## src/rtl/midi_pkg.sv

```systemverilog
// Shared MIDI constants and enums for the note-tracker path.
package midi_pkg;

  localparam logic [3:0] NOTE_OFF = 4'h8;
  localparam logic [3:0] NOTE_ON  = 4'h9;
  localparam logic [3:0] CTRL     = 4'hB;
  localparam logic [3:0] PROG     = 4'hC;
  localparam logic [3:0] CHPRESS  = 4'hD;

  localparam logic [7:0] REALTIME_MIN     = 8'hF8;
  localparam logic [7:0] SYS_MIN          = 8'hF0;
  localparam logic [6:0] CC_ALL_NOTES_OFF = 7'd123;

  typedef enum logic [1:0] {IDLE, WAIT_D1, WAIT_D2} parse_state_t;
  typedef enum logic [1:0] {OP_NONE, OP_PUSH, OP_REMOVE, OP_CLEAR} stack_op_t;

endpackage

```

## src/rtl/note_stack.sv

```systemverilog
// Last-note-priority stack of held keys; entry 0 is the most recent key.
// Top-of-stack outputs are registered from next-state so they move with the stack.
module note_stack
  import midi_pkg::*;
#(
  parameter int STACK_DEPTH = 8
) (
  input  logic       i_clk,
  input  logic       i_rst_n,
  input  logic [1:0] i_op,
  input  logic [6:0] i_key,
  input  logic [6:0] i_vel,
  output logic [6:0] o_top_key,
  output logic [6:0] o_top_vel,
  output logic       o_empty,
  output logic       o_overflow,
  output logic       o_changed
);

  localparam int CW = $clog2(STACK_DEPTH + 1);

  logic [6:0]    r_key [STACK_DEPTH];
  logic [6:0]    r_vel [STACK_DEPTH];
  logic [CW-1:0] r_cnt;
  logic [6:0]    r_top_key;
  logic [6:0]    r_top_vel;
  logic          r_empty;
  logic          r_overflow;
  logic          r_changed;

  logic [6:0]    w_key_nxt [STACK_DEPTH];
  logic [6:0]    w_vel_nxt [STACK_DEPTH];
  logic [CW-1:0] w_cnt_nxt;
  logic          w_hit;
  int            w_hit_idx;
  logic          w_evict;
  logic          w_empty_nxt;
  logic [6:0]    w_top_key;
  logic [6:0]    w_top_vel;

  // Keys are unique in the stack, so the first valid match is the only one.
  always_comb begin
    w_hit     = 1'b0;
    w_hit_idx = STACK_DEPTH - 1;
    for (int i = 0; i < STACK_DEPTH; i++) begin
      if (!w_hit && (i < int'(r_cnt)) && (r_key[i] == i_key)) begin
        w_hit     = 1'b1;
        w_hit_idx = i;
      end
    end
  end

  always_comb begin
    w_key_nxt = r_key;
    w_vel_nxt = r_vel;
    w_cnt_nxt = r_cnt;
    w_evict   = 1'b0;
    case (i_op)
      OP_PUSH: begin
        // Without a hit the whole stack shifts, dropping the bottom entry when full.
        for (int i = 1; i < STACK_DEPTH; i++) begin
          if (i <= w_hit_idx) begin
            w_key_nxt[i] = r_key[i-1];
            w_vel_nxt[i] = r_vel[i-1];
          end
        end
        w_key_nxt[0] = i_key;
        w_vel_nxt[0] = i_vel;
        if (!w_hit) begin
          if (r_cnt == CW'(STACK_DEPTH)) w_evict = 1'b1;
          else                            w_cnt_nxt = r_cnt + CW'(1);
        end
      end
      OP_REMOVE: begin
        if (w_hit) begin
          for (int i = 0; i < STACK_DEPTH - 1; i++) begin
            if (i >= w_hit_idx) begin
              w_key_nxt[i] = r_key[i+1];
              w_vel_nxt[i] = r_vel[i+1];
            end
          end
          w_cnt_nxt = r_cnt - CW'(1);
        end
      end
      OP_CLEAR: w_cnt_nxt = '0;
      default: ;
    endcase
    w_empty_nxt = (w_cnt_nxt == '0);
    w_top_key   = w_empty_nxt ? 7'd0 : w_key_nxt[0];
    w_top_vel   = w_empty_nxt ? 7'd0 : w_vel_nxt[0];
  end

  always_ff @(posedge i_clk or negedge i_rst_n) begin
    if (!i_rst_n) begin
      for (int i = 0; i < STACK_DEPTH; i++) begin
        r_key[i] <= '0;
        r_vel[i] <= '0;
      end
      r_cnt      <= '0;
      r_top_key  <= '0;
      r_top_vel  <= '0;
      r_empty    <= 1'b1;
      r_overflow <= 1'b0;
      r_changed  <= 1'b0;
    end else begin
      r_key     <= w_key_nxt;
      r_vel     <= w_vel_nxt;
      r_cnt     <= w_cnt_nxt;
      r_top_key <= w_top_key;
      r_top_vel <= w_top_vel;
      r_empty   <= w_empty_nxt;
      r_changed <= (w_top_key != r_top_key) || (w_top_vel != r_top_vel) ||
                   (w_empty_nxt != r_empty);
      if (w_evict) r_overflow <= 1'b1;
    end
  end

  assign o_top_key  = r_top_key;
  assign o_top_vel  = r_top_vel;
  assign o_empty    = r_empty;
  assign o_overflow = r_overflow;
  assign o_changed  = r_changed;

endmodule

```

## src/rtl/midi_note_tracker.sv

```systemverilog
// MIDI byte-stream parser feeding a last-note-priority stack; drives NOTE/VELOCITY/GATE.
// state   | meaning
// IDLE    | no running status, data bytes discarded
// WAIT_D1 | status known, waiting for first data byte
// WAIT_D2 | first data byte stored, waiting for second
module midi_note_tracker
  import midi_pkg::*;
#(
  parameter int         STACK_DEPTH    = 8,
  parameter bit         CHAN_FILTER_EN = 1'b0,
  parameter logic [3:0] CHANNEL        = 4'd0
) (
  input  logic       CLK_I,
  input  logic       RESET_N,
  input  logic [7:0] RX_DATA,
  input  logic       RX_VALID,
  input  logic       RX_ERR,
  output logic [7:0] NOTE,
  output logic [6:0] VELOCITY,
  output logic       GATE,
  output logic       NOTE_STRB,
  output logic       OVERFLOW
);

  parse_state_t r_state;
  logic [7:0]   r_status;
  logic [6:0]   r_d1;
  stack_op_t    r_op;
  logic [6:0]   r_key;
  logic [6:0]   r_vel;

  stack_op_t    w_op;
  logic [3:0]   w_hi;
  logic         w_chan_ok;
  logic [6:0]   w_top_key;
  logic [6:0]   w_top_vel;
  logic         w_empty;
  logic         w_overflow;
  logic         w_changed;

  assign w_hi      = r_status[7:4];
  assign w_chan_ok = (CHAN_FILTER_EN == 1'b0) || (r_status[3:0] == CHANNEL);

  // Operation implied if the current byte completes a two-byte message.
  always_comb begin
    w_op = OP_NONE;
    if (w_chan_ok) begin
      case (w_hi)
        NOTE_ON:  w_op = (RX_DATA[6:0] != 7'd0) ? OP_PUSH : OP_REMOVE;
        NOTE_OFF: w_op = OP_REMOVE;
        CTRL:     if (r_d1 == CC_ALL_NOTES_OFF) w_op = OP_CLEAR;
        default:  ;
      endcase
    end
  end

  always_ff @(posedge CLK_I or negedge RESET_N) begin
    if (!RESET_N) begin
      r_state  <= IDLE;
      r_status <= '0;
      r_d1     <= '0;
      r_op     <= OP_NONE;
      r_key    <= '0;
      r_vel    <= '0;
    end else begin
      r_op <= OP_NONE;
      if (RX_VALID) begin
        if (RX_ERR) begin
          r_state  <= IDLE;
          r_status <= '0;
        end else if (RX_DATA >= REALTIME_MIN) begin
        end else if (RX_DATA >= SYS_MIN) begin
          r_state  <= IDLE;
          r_status <= '0;
        end else if (RX_DATA[7]) begin
          r_status <= RX_DATA;
          r_state  <= WAIT_D1;
        end else begin
          case (r_state)
            WAIT_D1: begin
              r_d1 <= RX_DATA[6:0];
              // Program change and channel pressure complete here and carry no op.
              if ((w_hi != PROG) && (w_hi != CHPRESS)) r_state <= WAIT_D2;
            end
            WAIT_D2: begin
              r_state <= WAIT_D1;
              r_op    <= w_op;
              r_key   <= r_d1;
              r_vel   <= RX_DATA[6:0];
            end
            default: ;
          endcase
        end
      end
    end
  end

  note_stack #(
    .STACK_DEPTH (STACK_DEPTH)
  ) u_note_stack (
    .i_clk      (CLK_I),
    .i_rst_n    (RESET_N),
    .i_op       (r_op),
    .i_key      (r_key),
    .i_vel      (r_vel),
    .o_top_key  (w_top_key),
    .o_top_vel  (w_top_vel),
    .o_empty    (w_empty),
    .o_overflow (w_overflow),
    .o_changed  (w_changed)
  );

  assign NOTE      = {1'b0, w_top_key};
  assign VELOCITY  = w_top_vel;
  assign GATE      = ~w_empty;
  assign NOTE_STRB = w_changed;
  assign OVERFLOW  = w_overflow;

endmodule

```

## config.mk

```make
export PLATFORM = sky130hd
export DESIGN_NAME = midi_note_tracker
export DESIGN_NICKNAME = d
export VERILOG_FILES = /design/src/rtl/midi_pkg.sv /design/src/rtl/note_stack.sv /design/src/rtl/midi_note_tracker.sv
export SDC_FILE = /design/constraint.sdc
export NUM_CORES = 1
export LEC_CHECK = 0
export ABC_AREA = 0
export ABC_CLOCK_PERIOD_IN_PS = 9400
export BUFFER_PORTS_ARGS = -buffer_cell sky130_fd_sc_hd__buf_4
export CORE_UTILIZATION = 62
export CTS_CLUSTER_DIAMETER = 150
export DETAILED_ROUTE_END_ITERATION = 10
export HOLD_SLACK_MARGIN = 0.06
export PLACE_DENSITY = 0.78
export SYNTH_ARGS = -nofsm -noshare
export SYNTH_HDL_FRONTEND = slang
export SYNTH_HIERARCHICAL = 1
export SYNTH_SLANG_ARGS = --single-unit
```

## constraint.sdc

```tcl
create_clock -name CLK_I -period 9.4 [get_ports CLK_I]
set_input_delay 0.47 -clock CLK_I [delete_from_list [all_inputs] [get_ports CLK_I]]
set_output_delay 0.47 -clock CLK_I [all_outputs]
set_load 0.005 [all_outputs]
```

Word level (Yosys, flattened, before mapping)
Cells that the tools add are included.
{ "classes": {"n_addsub": 2, "n_mul": 0, "div_mod_pow": 0, "n_lt_le_gt_ge": 24, "n_eq_ne": 38, "shifts": 0, "mux": 74, "bitwise": 5, "reduce_logical": 41} }
{ "ops": {"columns": ["cell", "n"], "rows": [
  ["two-way mux 32 bit", 7],
  ["two-way mux 7 bit", 28],
  ["one-hot mux 49 bit (2 select lines)", 2],
  ["less-or-equal comparator 4 x 32 -> 1 bit (first input constant)", 4],
  ["two-way mux 49 bit", 2],
  ["greater-or-equal comparator 4 x 32 -> 1 bit (first input constant)", 3],
  ["greater-or-equal comparator 3 x 32 -> 1 bit (first input constant)", 2],
  ["less-or-equal comparator 3 x 32 -> 1 bit (first input constant)", 2],
  ["equality test 7 bit", 8],
  ["greater-or-equal comparator 1 x 32 -> 1 bit (first input constant)", 1],
  ["greater-or-equal comparator 2 x 32 -> 1 bit (first input constant)", 1],
  ["less-or-equal comparator 2 x 32 -> 1 bit (first input constant)", 1],
  ["two-way mux 8 bit", 4],
  ["AND reduction 4 bit", 7],
  ["two-way mux 2 bit", 13],
  ["inequality test 2 x 1 -> 1 bit (second input constant)", 13],
  ["equality test 4 bit (second input constant)", 4],
  ["greater-or-equal comparator 8 bit (second input constant)", 2],
  ["logical AND 1 bit", 16],
  ["< comparator 3 x 4 -> 1 bit (first input constant)", 4],
  ["inequality test 7 bit", 2],
  ["two-way mux 4 bit", 3],
  ["one-hot mux 4 bit (3 select lines)", 1],
  ["AND reduction 6 bit", 2],
  ["25 further kinds", 52]
]} }
{ "totals": {"regBits": 166, "latch_bits": 0, "ramBits": 0, "mem_bits_ro": 0, "input_bits": 12, "output_inout_bits": 18, "elab_cells": 212, "mem_count": 0} }

Logic depth before layout (Yosys ltp)
{ "depth": {"ltp_word": 39, "mapped_depth": 15, "depth_no_buf": 13} }

By module
The synthesis kept the hierarchy.
{ "by_module_without_submodules": {"columns": ["mod", "instances", "cells_per_inst", "area_per_inst_um2", "seq_area_each_um2"], "rows": [
  ["note_stack", 1, 722, 6969.2, 3329.4],
  ["midi_note_tracker", 1, 92, 1328.8, 725.7]
]} }

Worst setup path after synthesis
Ideal clock, no wire load.
{ "synth_path": {"path_type": "reg2reg", "from": "register u_note_stack.r_cnt[0]", "to": "register u_note_stack.r_changed (netlist: u_note_stack/o_changed)", "setup_time_ps": 146, "t_arrival_ps": 3129, "required_time_ps": 9254, "slack_ps": 6125, "path_stages_with_launch": 15, "n_path_buf": 2, "period_less_slack_ps": 3275, "cell_sequence": "dfrtp_1 > ha_1 > nor3_1 > nor3_1 > nand3_2 > nand4_4 > or2_1 > buf_2 > and2_1 > clkbuf_1 > a221o_1 > nor4_4 > o21ai_0 > a222oi_1 > o2111ai_1"} }
{ "synth_between": {"word_cells_on_any_way": 68, "classes_between": "2 x add/sub; 9 x order compare; 4 x eq/ne; 28 x mux; 25 x reduce/logical"} }
{ "synth_rtl": {"columns": ["element", "line", "text"], "rows": [
  ["from (decl)", "note_stack.sv:24", "logic [CW-1:0] r_cnt;"],
  ["from (signal assigned)", "note_stack.sv:108", "r_cnt <= w_cnt_nxt;"],
  ["< comparator 1 x 4 -> 1 bit", "note_stack.sv:46", "if (!w_hit && (i < int'(r_cnt)) && (r_key[i] == i_key)) begin"],
  ["logical AND 1 bit", "note_stack.sv:46", null],
  ["two-way mux 1 bit", "note_stack.sv:46", null],
  ["logical NOT 1 bit", "note_stack.sv:46", null],
  ["logical AND 1 bit (2 in series)", "note_stack.sv:46", null],
  ["two-way mux 1 bit", "note_stack.sv:46", null],
  ["logical NOT 1 bit", "note_stack.sv:46", null],
  ["logical AND 1 bit (2 in series)", "note_stack.sv:46", null],
  ["[... 21 more ...]", null, null],
  ["two-way mux 4 bit (on tied branches)", "note_stack.sv:75, note_stack.sv:69", null],
  ["one-hot mux 4 bit (3 select lines) *", "note_stack.sv:58", "case (i_op)"],
  ["named net u_note_stack.w_cnt_nxt[1]", "note_stack.sv:33", "logic [CW-1:0] w_cnt_nxt;"],
  ["logical NOT 4 bit *", "note_stack.sv:88", "w_empty_nxt = (w_cnt_nxt == '0);"],
  ["two-way mux 7 bit (on tied branches)", "note_stack.sv:89, note_stack.sv:90", null],
  ["inequality test 7 bit", "note_stack.sv:112", "r_changed <= (w_top_key != r_top_key) || (w_top_vel != r_top_vel) ||"],
  ["logical OR 1 bit", "note_stack.sv:112", null],
  ["logical OR 1 bit *", "note_stack.sv:112", null],
  ["to (signal assigned)", "note_stack.sv:112", null],
  ["to (decl)", "note_stack.sv:29", "logic r_changed;"]
]} }
Mark *: on every way through the listed nets, which the timed path passes. The rest lies on a longest branch. The select of a mux whose other input is x is not followed.
A chain may end at the register's enable or synchronous reset.

==> summary.md <==
| Metric | Value |
|---|---|
| Number of global-route vias before repair | 6,480 |
| Synthesis-to-finish area growth | 9.771% |
| Top_reg_cell synth | dfrtp_1 |
| Final min period | 4772 ps |
| Area share of the largest cell type after synthesis | 48.55% |
| CP Class | reg -> reg |
| Crit start category | register |
| Worst slew pin tran | 1325 ps |
| CP Buf/Inv Count | 1 |
| Gate Count Post-Synth | 814 |
| Fmax | 209.6 MHz |
| Core ar. | 0.01282 mm² |
| Clock Skew | 7.886 ps |
| Register area share after synthesis | 48.87% |
| Top Family by Delay on Critical Path | simple AND/OR/NAND/NOR gates |
| Nets | 832 |
| Largest net degree at the start of global routing | 110 |
| Min-delay worst type | in -> async |
| Commonest cells post-synth | dfrtp_1 (161), a22oi_1 (95), nand2_1 (87) |
| CP required | 9680 ps |
| Initial antenna violation count | 0 |
| Power Total | 0.001584 W |
| Slew Limit Fails | 0 |
| Switching Power | 0.0004079 W |
| Static leakage | 4.156 nW |
| Area share of fa/ha/maj cells after synthesis | 1.055% |
| Post-CTS setup buffer count | 0 |
| Filler cells | 964 |
| Drt total wl | 20,190 µm |
| Clk root buf | clkbuf_16 |
| Pwr dens | 173.9 mW/mm² |
| RSZ-0062 raised after global routing | false |
| #FFs+latches synth | 162 |
| Int Power | 0.001176 W |
| Largest family of logic cells by synthesized area | compound AO/OA/AOI/OAI gates |
| Combinational power share | 8.4% |
| Post-synth net total | 833 |
| Setup violators final | 0 |
| EDFF count, synth | 0 |
| Post-CTS Hold Buffers | 0 |
| IR drop worst, VDD | 0.1564 mV |
| Critical Path Source | r_key[6]$_DFFE_PN0P_ |
| Initial DRC Count | 624 |
| Die ar. | 0.01385 mm² |
| Die X | 117.7 µm |
| CP Capture Type | register |
| Post-route ant nets | 0 |
| Cell Area, Synth | 0.008298 mm² |
| Worst-path clk slew | 60 ps |
| H-tree depth | 4 |
| Switching fraction of total power | 25.75% |
| Async set-reset flop share out of synthesis | 100.0% |
| DP Wirelength | 13,340 µm |
| Num rows | 41 |
| Maxcap violations | 0 |
| Mux share of post-synthesis cell area | 5.685% |
| Mean Syn Cell Area | 10.19 µm² |
| Slew headroom | 11.67% |
| Setup TNS | 0 ps |
| Sequential share of power | 49.6% |
| Crit-path cells | xor2_1 > nor2_1 > nand4_1 > nand4_2 > or2_1 > and2_2 > buf_4 > a221o_1 > nor4_4 > o21ai_0 > a222oi_1 > o2111ai_1 |
| CTS tree | done |
| Ant diodes | 0 |
| # DRC | 0 |
| Synth Area in Compound Gates | 20.51% |
| Io pins | 30 |
| Final Hold Fails | 0 |
| Layout cells sized above 1 | 15.25% |
| Layout Utilization | 71.02% |
| Worst path slowest cell | nor4_4 |
| Arrival time at the worst endpoint | 5050 ps |
| Pre-antenna DRT Iters | 6 |
| Post-synth top area cell | dfrtp_1 |
| Num CTS Buffers | 17 |
| Distinct cells, synth | 71 |
| R2r startpoint | r_key[6]$_DFFE_PN0P_ |
| First-pass GRT wire length | 33,510 µm |
| Avg WL per Cell | 20.23 µm |
| CP peak stage delay | 1020 ps |
| Final period util | 50.77% |
| Initial Utilization | 64.70% |
| Synth Area in Simple Gates | 13.22% |
| Yosys warns | 6 |
| Post_cts resized | 0 |
| IO buf count | 28 |
| Cell with the most instances after synthesis | dfrtp_1 |
| Number of vias per cell | 6.534 |
| Max Root-Sink Buffers | 2 |
| GP Congestion | 0.9183 |
| Status | complete, no violations |
| Global route overflow | 0 |
| Synth top area cells | dfrtp_1 (49%), a22oi_1 (8.6%), xor2_1 (5.5%), o21ai_0 (4.9%), mux2_2 (3.9%) |
| Via count | 6,521 |
| Clock sink total | 162 |
| Synth Area in XOR/XNOR | 6.438% |
| GRT Total Usage | 30.51% |
| Die height | 117.7 µm |
| Critical Path Fanout Max | 85 |
| Clock power share | 42.0% |
| Clock latency on the worst-skew pair | 420 ps |
[worst register-to-register path, delay by kind of cell, from the launching register on]
kind                      cells  cell delay (ps)
DFF                           1              660
xor gates and xnor gates      1              260
and+or+nand+nor               6             2070
AOI/OAI and AO/OA             4             1260
buffers and inverters         1              370
[state kept, by name (all words and copies together), names as in the netlist, 2 cells and up]
signal                  count
r_d1                        7
r_key                       7
r_op                        2
r_state                     2
r_status                    4
r_vel                       7
u_note_stack/o_top_key      7
u_note_stack/o_top_vel      7
u_note_stack/r_cnt          4
u_note_stack/r_key         56
u_note_stack/r_vel         56
[per-layer routing]
metal	GRT usage (%)	vias to the layer above	wire [µm]
met5	0	-	0
met4	11.46	0	474
met3	5.669	37	998
met2	49.45	229	10010
met1	41.00	3295	8705
li1	-	2960	-
[worst paths after layout]
kind	endpoint	slack, ps	cells past startpoint
max in group asynchronous	r_key[4]$_DFFE_PN0P_	7810	2
min in group CLK_I	r_d1[2]$_DFFE_PN0P_	300	2
worst max register to register	u_note_stack/o_changed$_DFF_PN0_	4630	12
worst min register to register	u_note_stack/o_overflow$_DFFE_PN0P_	510	2
worst min-delay path	u_note_stack/r_key[25]$_DFFE_PN0P_	80	1
worst max-delay path	u_note_stack/o_changed$_DFF_PN0_	4630	12
[power groups by stage]
stage	combinational, W	sequential, W	clock (W)
after floorplan	0.000122	0.000763	0
after global placement	0.000128	0.000795	0
after detailed placement	0.000130	0.000798	0
after CTS	0.000132	0.000786	0.000673
after global routing	0.000147	0.000790	0.000700
final	0.000133	0.000786	0.000665
[placed cells by master (no fill, tap or decap), types with 3 or more instances in the layout]
cell        count
mux2_2         29
a32o_1          3
clkinvlp_4      4
mux2_4          9
o22ai_1         5
clkbuf_16      17
or2_2           3
o21ai_0        81
a22oi_1        95
dfrtp_1       161
nor2_1         43
buf_4          34
xor2_1         52
nand2_1        87
nor4b_1         5
nor3_1          7
ha_1            6
a22o_1         19
xnor2_1         9
inv_6           3
nand4_1         5
nand2b_1        4
a21oi_1        22
inv_1          22
nand3_1        13
nor4_1         12
a31oi_1         6
clkinv_4        3
nor2b_1         6
[cell families (layout without fill, tap and decap cells)]
kind of cell,Yosys count,after routing
adder cells (fa/ha/maj),7,7
other,1,1
AND/OR/NAND/NOR,211,211
buffers and inverters,77,89
AO/OA/AOI/OAI,256,256
multiplexers,39,39
XOR/XNOR,61,61
flip-flops,162,162
[per-stage QoR]
step / hold WS, ps / setup WS [ps] / cell area [µm²] / std cells
6_report: 84.94 / 4628 / 9109 / 998
5_1_grt: 149.0 / 4219 / 9109 / 998
4_1_cts: 115.7 / 4688 / 9109 / 998
3_5_place_dp: 499.6 / 4701 / 8538 / 966
3_3_place_gp: 479.5 / 4862 / 8538 / 966
2_1_floorplan: 174.4 / 6125 / 8298 / 814
[layout make-up]
class                           count  area [µm²]  area share (%)
Sequential cell                   162        4055           44.52
Multi-Input combinational cell    575        3919           43.02
Clock buffer                       20       446.7           4.904
Timing Repair Buffer               35       266.5           2.926
Tap cell                          172       215.2           2.363
Clock inverter                     12       123.9           1.360
Inverter                           22       82.58          0.9066
No activity file was read; power rests on OpenSTA's default activity.
